## src/rtl/mem_xfer_ctrl_pkg.sv

```systemverilog
// Shared types and sizing for the memory transfer controller.
// Memory A holds 8 words that are consumed in pairs; each pair produces one word in memory B.
package mem_xfer_ctrl_pkg;

  localparam int DEPTH_A  = 8;
  localparam int DEPTH_B  = 4;
  localparam int ADDR_W_A = $clog2(DEPTH_A);
  localparam int ADDR_W_B = $clog2(DEPTH_B);

  typedef enum logic [2:0] {
    ST_IDLE = 3'd0,
    ST_FILL = 3'd1,
    ST_RD1  = 3'd2,
    ST_RD2  = 3'd3,
    ST_WRB  = 3'd4,
    ST_DONE = 3'd5
  } state_t;

endpackage

```

## src/rtl/mem_xfer_ctrl_if.sv

```systemverilog
// Control bundle between the transfer controller and the external datapath.
// The slave modport is the controller's view; master is the datapath/bench side.
interface mem_xfer_ctrl_if;
  import mem_xfer_ctrl_pkg::*;

  logic                i_start;
  logic                i_cmp;
  logic                o_wea;
  logic                o_inca;
  logic [ADDR_W_A-1:0] o_addra;
  logic                o_ldr1;
  logic                o_ldr2;
  logic                o_web;
  logic                o_incb;
  logic [ADDR_W_B-1:0] o_addrb;
  logic                o_selsub;
  logic                o_busy;
  logic                o_done;

  modport slave (
    input  i_start, i_cmp,
    output o_wea, o_inca, o_addra, o_ldr1, o_ldr2,
           o_web, o_incb, o_addrb, o_selsub, o_busy, o_done
  );

  modport master (
    output i_start, i_cmp,
    input  o_wea, o_inca, o_addra, o_ldr1, o_ldr2,
           o_web, o_incb, o_addrb, o_selsub, o_busy, o_done
  );

endinterface

```

## src/rtl/mem_xfer_ctrl_mod_counter.sv

```systemverilog
// Modulo-2^WIDTH address counter with enable.
// o_wrap flags the terminal value, so the next increment returns the count to zero.
module mod_counter #(
  parameter int WIDTH = 3
) (
  input  logic             i_clk,
  input  logic             i_rst,
  input  logic             i_inc,
  output logic [WIDTH-1:0] o_count,
  output logic             o_wrap
);

  logic [WIDTH-1:0] r_count;

  always_ff @(posedge i_clk) begin
    if (i_rst) begin
      r_count <= '0;
    end else if (i_inc) begin
      r_count <= r_count + WIDTH'(1);
    end
  end

  // Depends only on the count, so the FSM can read it without a combinational loop.
  assign o_wrap  = (r_count == {WIDTH{1'b1}});
  assign o_count = r_count;

endmodule

```

## src/rtl/mem_xfer_ctrl.sv

```systemverilog
// Transfer sequencer: fills memory A, then reads it pairwise and writes one result per pair to memory B.
// Datapath (memories, add/sub, compare, R1/R2) lives outside; only strobes and addresses come from here.
//
// state   | meaning
// IDLE    | waiting for start, all strobes low
// FILL    | write A[0..7], one word per cycle
// RD1     | load R1 from even A address
// RD2     | load R2 from odd A address
// WRB     | write B[k], SelSub follows Cmp
// DONE    | one-cycle completion pulse
module mem_xfer_ctrl
  import mem_xfer_ctrl_pkg::*;
(
  input  logic              i_clk,
  input  logic              i_rst,
  mem_xfer_ctrl_if.slave    bus
);

  state_t              r_state;
  state_t              w_next;
  logic                w_inc_a;
  logic                w_inc_b;
  logic                w_wrap_a;
  logic                w_wrap_b;
  logic [ADDR_W_A-1:0] w_addr_a;
  logic [ADDR_W_B-1:0] w_addr_b;

  mod_counter #(.WIDTH(ADDR_W_A)) u_cnt_a (
    .i_clk   (i_clk),
    .i_rst   (i_rst),
    .i_inc   (w_inc_a),
    .o_count (w_addr_a),
    .o_wrap  (w_wrap_a)
  );

  mod_counter #(.WIDTH(ADDR_W_B)) u_cnt_b (
    .i_clk   (i_clk),
    .i_rst   (i_rst),
    .i_inc   (w_inc_b),
    .o_count (w_addr_b),
    .o_wrap  (w_wrap_b)
  );

  always_ff @(posedge i_clk) begin
    if (i_rst) begin
      r_state <= ST_IDLE;
    end else begin
      r_state <= w_next;
    end
  end

  always_comb begin
    w_next         = r_state;
    w_inc_a        = 1'b0;
    w_inc_b        = 1'b0;
    bus.o_wea      = 1'b0;
    bus.o_ldr1     = 1'b0;
    bus.o_ldr2     = 1'b0;
    bus.o_web      = 1'b0;
    bus.o_selsub   = 1'b0;
    bus.o_busy     = 1'b0;
    bus.o_done     = 1'b0;
    case (r_state)
      ST_IDLE: begin
        if (bus.i_start) w_next = ST_FILL;
      end
      ST_FILL: begin
        bus.o_wea  = 1'b1;
        bus.o_busy = 1'b1;
        w_inc_a    = 1'b1;
        if (w_wrap_a) w_next = ST_RD1;
      end
      ST_RD1: begin
        bus.o_ldr1 = 1'b1;
        bus.o_busy = 1'b1;
        w_inc_a    = 1'b1;
        w_next     = ST_RD2;
      end
      ST_RD2: begin
        bus.o_ldr2 = 1'b1;
        bus.o_busy = 1'b1;
        w_inc_a    = 1'b1;
        w_next     = ST_WRB;
      end
      ST_WRB: begin
        bus.o_web    = 1'b1;
        bus.o_selsub = bus.i_cmp;
        bus.o_busy   = 1'b1;
        w_inc_b      = 1'b1;
        w_next       = w_wrap_b ? ST_DONE : ST_RD1;
      end
      ST_DONE: begin
        bus.o_done = 1'b1;
        w_next     = ST_IDLE;
      end
      default: w_next = ST_IDLE;
    endcase
  end

  assign bus.o_inca  = w_inc_a;
  assign bus.o_incb  = w_inc_b;
  assign bus.o_addra = w_addr_a;
  assign bus.o_addrb = w_addr_b;

endmodule

```

## src/flat_wrapper.sv

```systemverilog
// flat-port wrapper written by rule: the top's interface ports become plain ports
module mem_xfer_ctrl_flat import mem_xfer_ctrl_pkg::*;
  (i_clk, i_rst, bus_i_start, bus_i_cmp, bus_o_wea, bus_o_inca, bus_o_addra, bus_o_ldr1, bus_o_ldr2, bus_o_web, bus_o_incb, bus_o_addrb, bus_o_selsub, bus_o_busy, bus_o_done);
  mem_xfer_ctrl_if bus_i ();
  input  logic i_clk;
  input  logic i_rst;
  input wire logic [$bits(bus_i.i_start)-1:0] bus_i_start;
  input wire logic [$bits(bus_i.i_cmp)-1:0] bus_i_cmp;
  output wire logic [$bits(bus_i.o_wea)-1:0] bus_o_wea;
  output wire logic [$bits(bus_i.o_inca)-1:0] bus_o_inca;
  output wire logic [$bits(bus_i.o_addra)-1:0] bus_o_addra;
  output wire logic [$bits(bus_i.o_ldr1)-1:0] bus_o_ldr1;
  output wire logic [$bits(bus_i.o_ldr2)-1:0] bus_o_ldr2;
  output wire logic [$bits(bus_i.o_web)-1:0] bus_o_web;
  output wire logic [$bits(bus_i.o_incb)-1:0] bus_o_incb;
  output wire logic [$bits(bus_i.o_addrb)-1:0] bus_o_addrb;
  output wire logic [$bits(bus_i.o_selsub)-1:0] bus_o_selsub;
  output wire logic [$bits(bus_i.o_busy)-1:0] bus_o_busy;
  output wire logic [$bits(bus_i.o_done)-1:0] bus_o_done;
  assign bus_i.i_start = bus_i_start;
  assign bus_i.i_cmp = bus_i_cmp;
  assign bus_o_wea = bus_i.o_wea;
  assign bus_o_inca = bus_i.o_inca;
  assign bus_o_addra = bus_i.o_addra;
  assign bus_o_ldr1 = bus_i.o_ldr1;
  assign bus_o_ldr2 = bus_i.o_ldr2;
  assign bus_o_web = bus_i.o_web;
  assign bus_o_incb = bus_i.o_incb;
  assign bus_o_addrb = bus_i.o_addrb;
  assign bus_o_selsub = bus_i.o_selsub;
  assign bus_o_busy = bus_i.o_busy;
  assign bus_o_done = bus_i.o_done;
  mem_xfer_ctrl u_core (.i_clk(i_clk), .i_rst(i_rst), .bus(bus_i));
endmodule
```

## config.mk

```make
export PLATFORM = sky130hd
export DESIGN_NAME = mem_xfer_ctrl_flat
export DESIGN_NICKNAME = d
export VERILOG_FILES = /design/src/rtl/mem_xfer_ctrl_pkg.sv /design/src/rtl/mem_xfer_ctrl_if.sv /design/src/rtl/mem_xfer_ctrl_mod_counter.sv /design/src/rtl/mem_xfer_ctrl.sv /design/src/flat_wrapper.sv
export SDC_FILE = /design/constraint.sdc
export NUM_CORES = 1
export LEC_CHECK = 0
export CAP_MARGIN = 20
export CORE_MARGIN = 4
export CORE_UTILIZATION = 31
export CTS_BUF_LIST = sky130_fd_sc_hd__clkbuf_8
export CTS_CLUSTER_SIZE = 24
export DETAILED_ROUTE_END_ITERATION = 10
export GPL_TIMING_DRIVEN = 0
export HOLD_SLACK_MARGIN = 0.03
export SYNTH_ARGS = -nofsm -noshare
export SYNTH_HDL_FRONTEND = slang
export SYNTH_SLANG_ARGS = --single-unit
```

## constraint.sdc

```tcl
create_clock -name i_clk -period 1.4 [get_ports i_clk]
set_input_delay 0.28 -clock i_clk [delete_from_list [all_inputs] [get_ports i_clk]]
set_output_delay 0.28 -clock i_clk [all_outputs]
set_load 0.005 [all_outputs]
```

# Yosys cells after proc, flatten, opt, wreduce, memory -nomap -nowiden
# Index checks and enable logic that the tools add are counted.
classes:
  addsub: 2
  n_eq_ne: 9
  mux: 12
  reduce_logical: 4
ops:
  columns: ["cell", "n"]
  rows:
  - ["3-bit case mux with 5 select lines", 1]
  - ["3-bit equality test, second input constant", 3]
  - ["3-bit 2-to-1 mux", 3]
  - ["1-bit 2-to-1 mux", 8]
  - ["3-bit by 2-bit equality test with 1-bit output, second input constant", 2]
  - ["2-bit != test, second input constant", 2]
  - ["4-bit OR reduction", 1]
  - ["3-bit by 1-bit adder with 3-bit output, second input constant", 1]
  - ["3-bit by 1-bit equality test with 1-bit output, second input constant", 1]
  - ["3-bit logical NOT", 1]
  - ["3-bit OR reduction", 1]
  - ["2-bit by 1-bit adder with 2-bit output, second input constant", 1]
  - ["2-bit equality test, second input constant", 1]
  - ["2-bit AND reduction", 1]
totals:
  out_inout_bits: 14
  reg_bits: 8
  elab_cells: 30

# Longest topological paths before layout
depth:
  ltp_word: 3
  depth_mapped: 5

# Cells and area by module
# A second synthesis with hierarchy kept.
hier_totals:
  hier_cells: 44
  area_unflattened_um2: 420.4
modules_own_cells:
  columns: ["module", "area_each_um2", "seq_area_each_um2", "instances", "cells_per_inst"]
  rows:
  - ["mem_xfer_ctrl", 216.5, 60.1, 1, 26]
  - ["mod_counter at u_core.u_cnt_a", 125.1, 60.1, 1, 11]
  - ["mod_counter at u_core.u_cnt_b", 78.8, 40.0, 1, 7]

# Least setup slack after synthesis
# OpenSTA, ideal clock, no wires.
synth_path:
  kind: "register -> register"
  from: "reg u_core.u_cnt_a.r_count[0] (netlist: u_core.u_cnt_a.o_count[0])"
  to: "reg u_core.r_state[0]"
  path_stages_with_launch: 5
  arrival_time_ns: 1.226
  path_slack_ns: 0.070
  setup_time_ns: 0.103
  path_cell_list: "dfxtp_1 > ha_1 > ha_1 > o31a_1 > a2111oi_2"
synth_via:
  elab_chain_cells: 3
synth_lines:
  columns: ["element", "line_no", "rtl"]
  rows:
  - ["from (decl)", "mem_xfer_ctrl_mod_counter.sv:13", "logic [WIDTH-1:0] r_count;"]
  - ["from (signal assigned)", "mem_xfer_ctrl_mod_counter.sv:19", "r_count <= r_count + WIDTH'(1);"]
  - ["3-bit equality test", "mem_xfer_ctrl_mod_counter.sv:24", "assign o_wrap = (r_count == {WIDTH{1'b1}});"]
  - ["2-bit != test (no line)", null, null]
  - ["2-bit AND reduction (no line)", null, null]
  - ["to (signal assigned)", "mem_xfer_ctrl.sv:48", "r_state <= w_next;"]
  - ["to (decl)", "mem_xfer_ctrl.sv:19", "state_t r_state;"]
# Every way passes these cells.
# A chain may end at the register's enable or synchronous reset.

# Final worst setup path
layout_path:
  from: "reg u_core.r_state[1]"
  to: "out bus_o_selsub"
layout_via:
  elab_chain_cells: 2
layout_lines:
  columns: ["element", "line_no", "rtl"]
  rows:
  - ["3-bit equality test", "mem_xfer_ctrl.sv:63", "case (r_state)"]
  - ["1-bit 2-to-1 mux", "mem_xfer_ctrl.sv:63", null]
  - ["to (decl)", "flat_wrapper.sv:17", "output wire logic [$bits(bus_i.o_selsub)-1:0] bus_o_selsub;"]
# Every way passes these cells.

==> impl_results.md <==
* Status: finished with violations
* Failing checks: negative setup slack
* Chip Width at 46.59 µm
* Fmax at 673.2 MHz
* Drt first-iter violations at 1
* CTS sink cnt at 8
* Leak Pwr at 0.3925 nW
* Final period utilization at 106.1%
* Antenna violations before repair at 0
* Sequential area share after synthesis at 34.69%
* Std-Cell Core Area at 1350 µm²
* Type of the worst min-delay path: in2reg
* Global-route wire length before repair at 1759 µm
* # DRC at 0
* FF+latch count, synth at 8
* RD Place Congestion at 0.6363
* Post-DRT Antenna Nets at 0
* Dpl hpwl at 640 µm
* GRT Total Usage at 12.09%
* Maximum VDD drop at 0.5333 mV
* Drt first pass iters at 2
* CTS root buf: clkbuf_8
* Layout cells sized above 1 at 51.95%
* Post-Syn Nets at 55
* Kind of end point of the critical path: output pin
* RSZ-0062 raised after global routing: true
* Syn Inst Count at 48
* Pwr Total at 0.5951 mW
* Synth warn at 0
* CP Data Required Time at 1.12 ns
* Ys flop type: dfxtp_1
* Worst hold path depth at 2
* Tightest Pin Transition at 0.3801 ns
* CP arrival at 1.21 ns
* CP startpoint kind: flop
* Final hold violations at 0
* Io pins at 18
* Kind of critical path: reg2out
* Post-DR vias/cell at 4.783
* PwrDens at 745.5 nW/µm²
* Post-synth EDFFs at 0
* Final Skew at 0.0008367 ns
* Worst skew pair latency at 0.22 ns
* Layout overhead on the synthesized area at 72.90%
* Grt ovf at 0
* Vias in the first global route at 424
* CTS tree: done
* Number of fillers in the final layout at 123
* CTS Hold Bufs at 0
* Synth async-reset ratio at 0%
* Setup slack after layout at -0.08534 ns
* Worst path buffer plus inverter count at 3
* Period minus WS final at 1.485 ns
* Synthesized area per cell at 9.619 µm²
* Via count at 440
* FF-to-FF path depth at 6
* Antenna Cells at 0
* Die ar. at 2171 µm²
* Worst-path cell chain: buf_6 -> nor3b_4 -> buf_4 -> and2_1 -> buf_2
* Initial Util at 34.20%
* Clk buf depth at 2
* I/O Buffers at 16
* Place WS at -0.3147 ns
* H-Tree Depth at 1
* Number of distinct library cells after synthesis at 26
* Max stage delay cell, worst path: dfxtp_4
* # nets final at 86
* Fin util at 59.13%
* Max-cap viol count at 0
* Routed length per instance at 11.05 µm
* Top delay family on crit path: buffers and inverters
* Pins Over Slew Limit at 0
* TritonCTS buffer count at 3
* Syn Std Cell Area at 461.7 µm²
* Largest net degree at the start of global routing at 11
* CP max stage delay at 0.35 ns
* Worst-path maximum fanout at 4
* Setup-failing EPs final at 1
* Clk slew on worst S/H paths at 0.04 ns
* Rows at 13
* WL final at 1017 µm
* WP depth at 5
* Relative slew slack at 74.66%
* Die Y-Extent at 46.59 µm
-- cells by family (layout without fill, tap and decap cells) --
logic type	Yosys count	after routing	synth area share, %
xor gates and xnor gates	3	3	5.692
and+or+nand+nor	20	20	27.10
muxes	3	3	6.504
AOI/OAI and AO/OA	4	4	8.670
buffers and inverters	7	36	9.212
adders and majority gates	3	3	8.131
DFF	8	8	34.69
-- path summary, 6_finish.rpt --
kind	from	endpoint	slack, ns
max	u_core.r_state[1]$_SDFFE_PP0P_	bus_o_selsub	-0.09
min	i_rst	u_core.u_cnt_a.o_count[1]$_SDFFE_PP0P_	0.41
max reg2reg	u_core.r_state[1]$_SDFFE_PP0P_	u_core.u_cnt_b.o_count[1]$_SDFFE_PP0N_	0.15
min reg2reg	u_core.u_cnt_a.o_count[1]$_SDFFE_PP0P_	u_core.u_cnt_a.o_count[1]$_SDFFE_PP0P_	0.50
-- what timing repair did --
item | in CTS | in global routing
cloned | 1 | 0
buffers inserted | 7 | 2
resized for setup | 43 | 14
pin swaps | 3 | 2
endpoints found under the setup margin | 10 | 13
-- layer usage --
layer	routed length (µm)	track usage, %
met4	12	10.23
met3	85	3.516
met5	0	0
met2	517	18.41
met1	401	13.59
-- cell usage in the layout, fill, tap and decap left out, types with 3 or more instances in the layout --
| master | instances |
|---|---|
| buf_2 | 4 |
| buf_4 | 8 |
| buf_6 | 8 |
| clkbuf_8 | 3 |
| clkdlybuf4s50_1 | 6 |
| dfxtp_2 | 5 |
| ha_1 | 3 |
| mux2i_1 | 3 |
| nor2_1 | 6 |
-- state kept, by name (all words and copies together) (netlist names) --
| signal | cells |
|---|---|
| u_core.u_cnt_b.o_count | 2 |
| u_core.r_state | 3 |
| u_core.u_cnt_a.o_count | 3 |
-- cell usage after synthesis, types with 2 or more instances --
| cell | number | share of area [%] |
|---|---|---|
| nor2_1 | 7 | 5.7 |
| xnor2_1 | 2 | 3.8 |
| buf_4 | 2 | 3.3 |
| dfxtp_1 | 8 | 35 |
| nor3b_1 | 2 | 3.3 |
| inv_1 | 2 | 1.6 |
| ha_1 | 3 | 8.1 |
| nand2_1 | 2 | 1.6 |
| mux2i_1 | 3 | 6.5 |
-- per-stage QoR --
| step | hold slack [ns] | setup TNS (ns) | cell area (µm²) | std cells |
|---|---|---|---|---|
| 6_report | 0.4135 | -0.08534 | 798.3 | 92 |
| 5_1_grt | 0.4366 | -0.3714 | 798.3 | 92 |
| 4_1_cts | 0.4105 | -0.1117 | 747.0 | 90 |
| 3_5_place_dp | 0.5251 | -1.702 | 640.6 | 79 |
| 3_3_place_gp | 0.5150 | -1.705 | 640.6 | 79 |
| 2_1_floorplan | 0.5115 | 0 | 461.7 | 48 |
-- power breakdown --
group	switching (mW)	total, mW	leakage [nW]	internal [mW]
clock network	0.0787	0.264	0.0216	0.185
registers	0.00671	0.244	0.0679	0.237
logic	0.0344	0.0878	0.303	0.0534
total	0.120	0.595	0.393	0.475
-- area by class of cell --
class | instances | area, µm² | share of cell area (%)
multi-input combinational | 33 | 295.3 | 36.99
timing repair buffer | 26 | 220.2 | 27.59
sequential | 8 | 170.2 | 21.32
buffer | 5 | 45.04 | 5.643
clock buffer | 3 | 41.29 | 5.172
tap | 15 | 18.77 | 2.351
inverter | 2 | 7.507 | 0.9404
(Power assumes the default switching activity.)
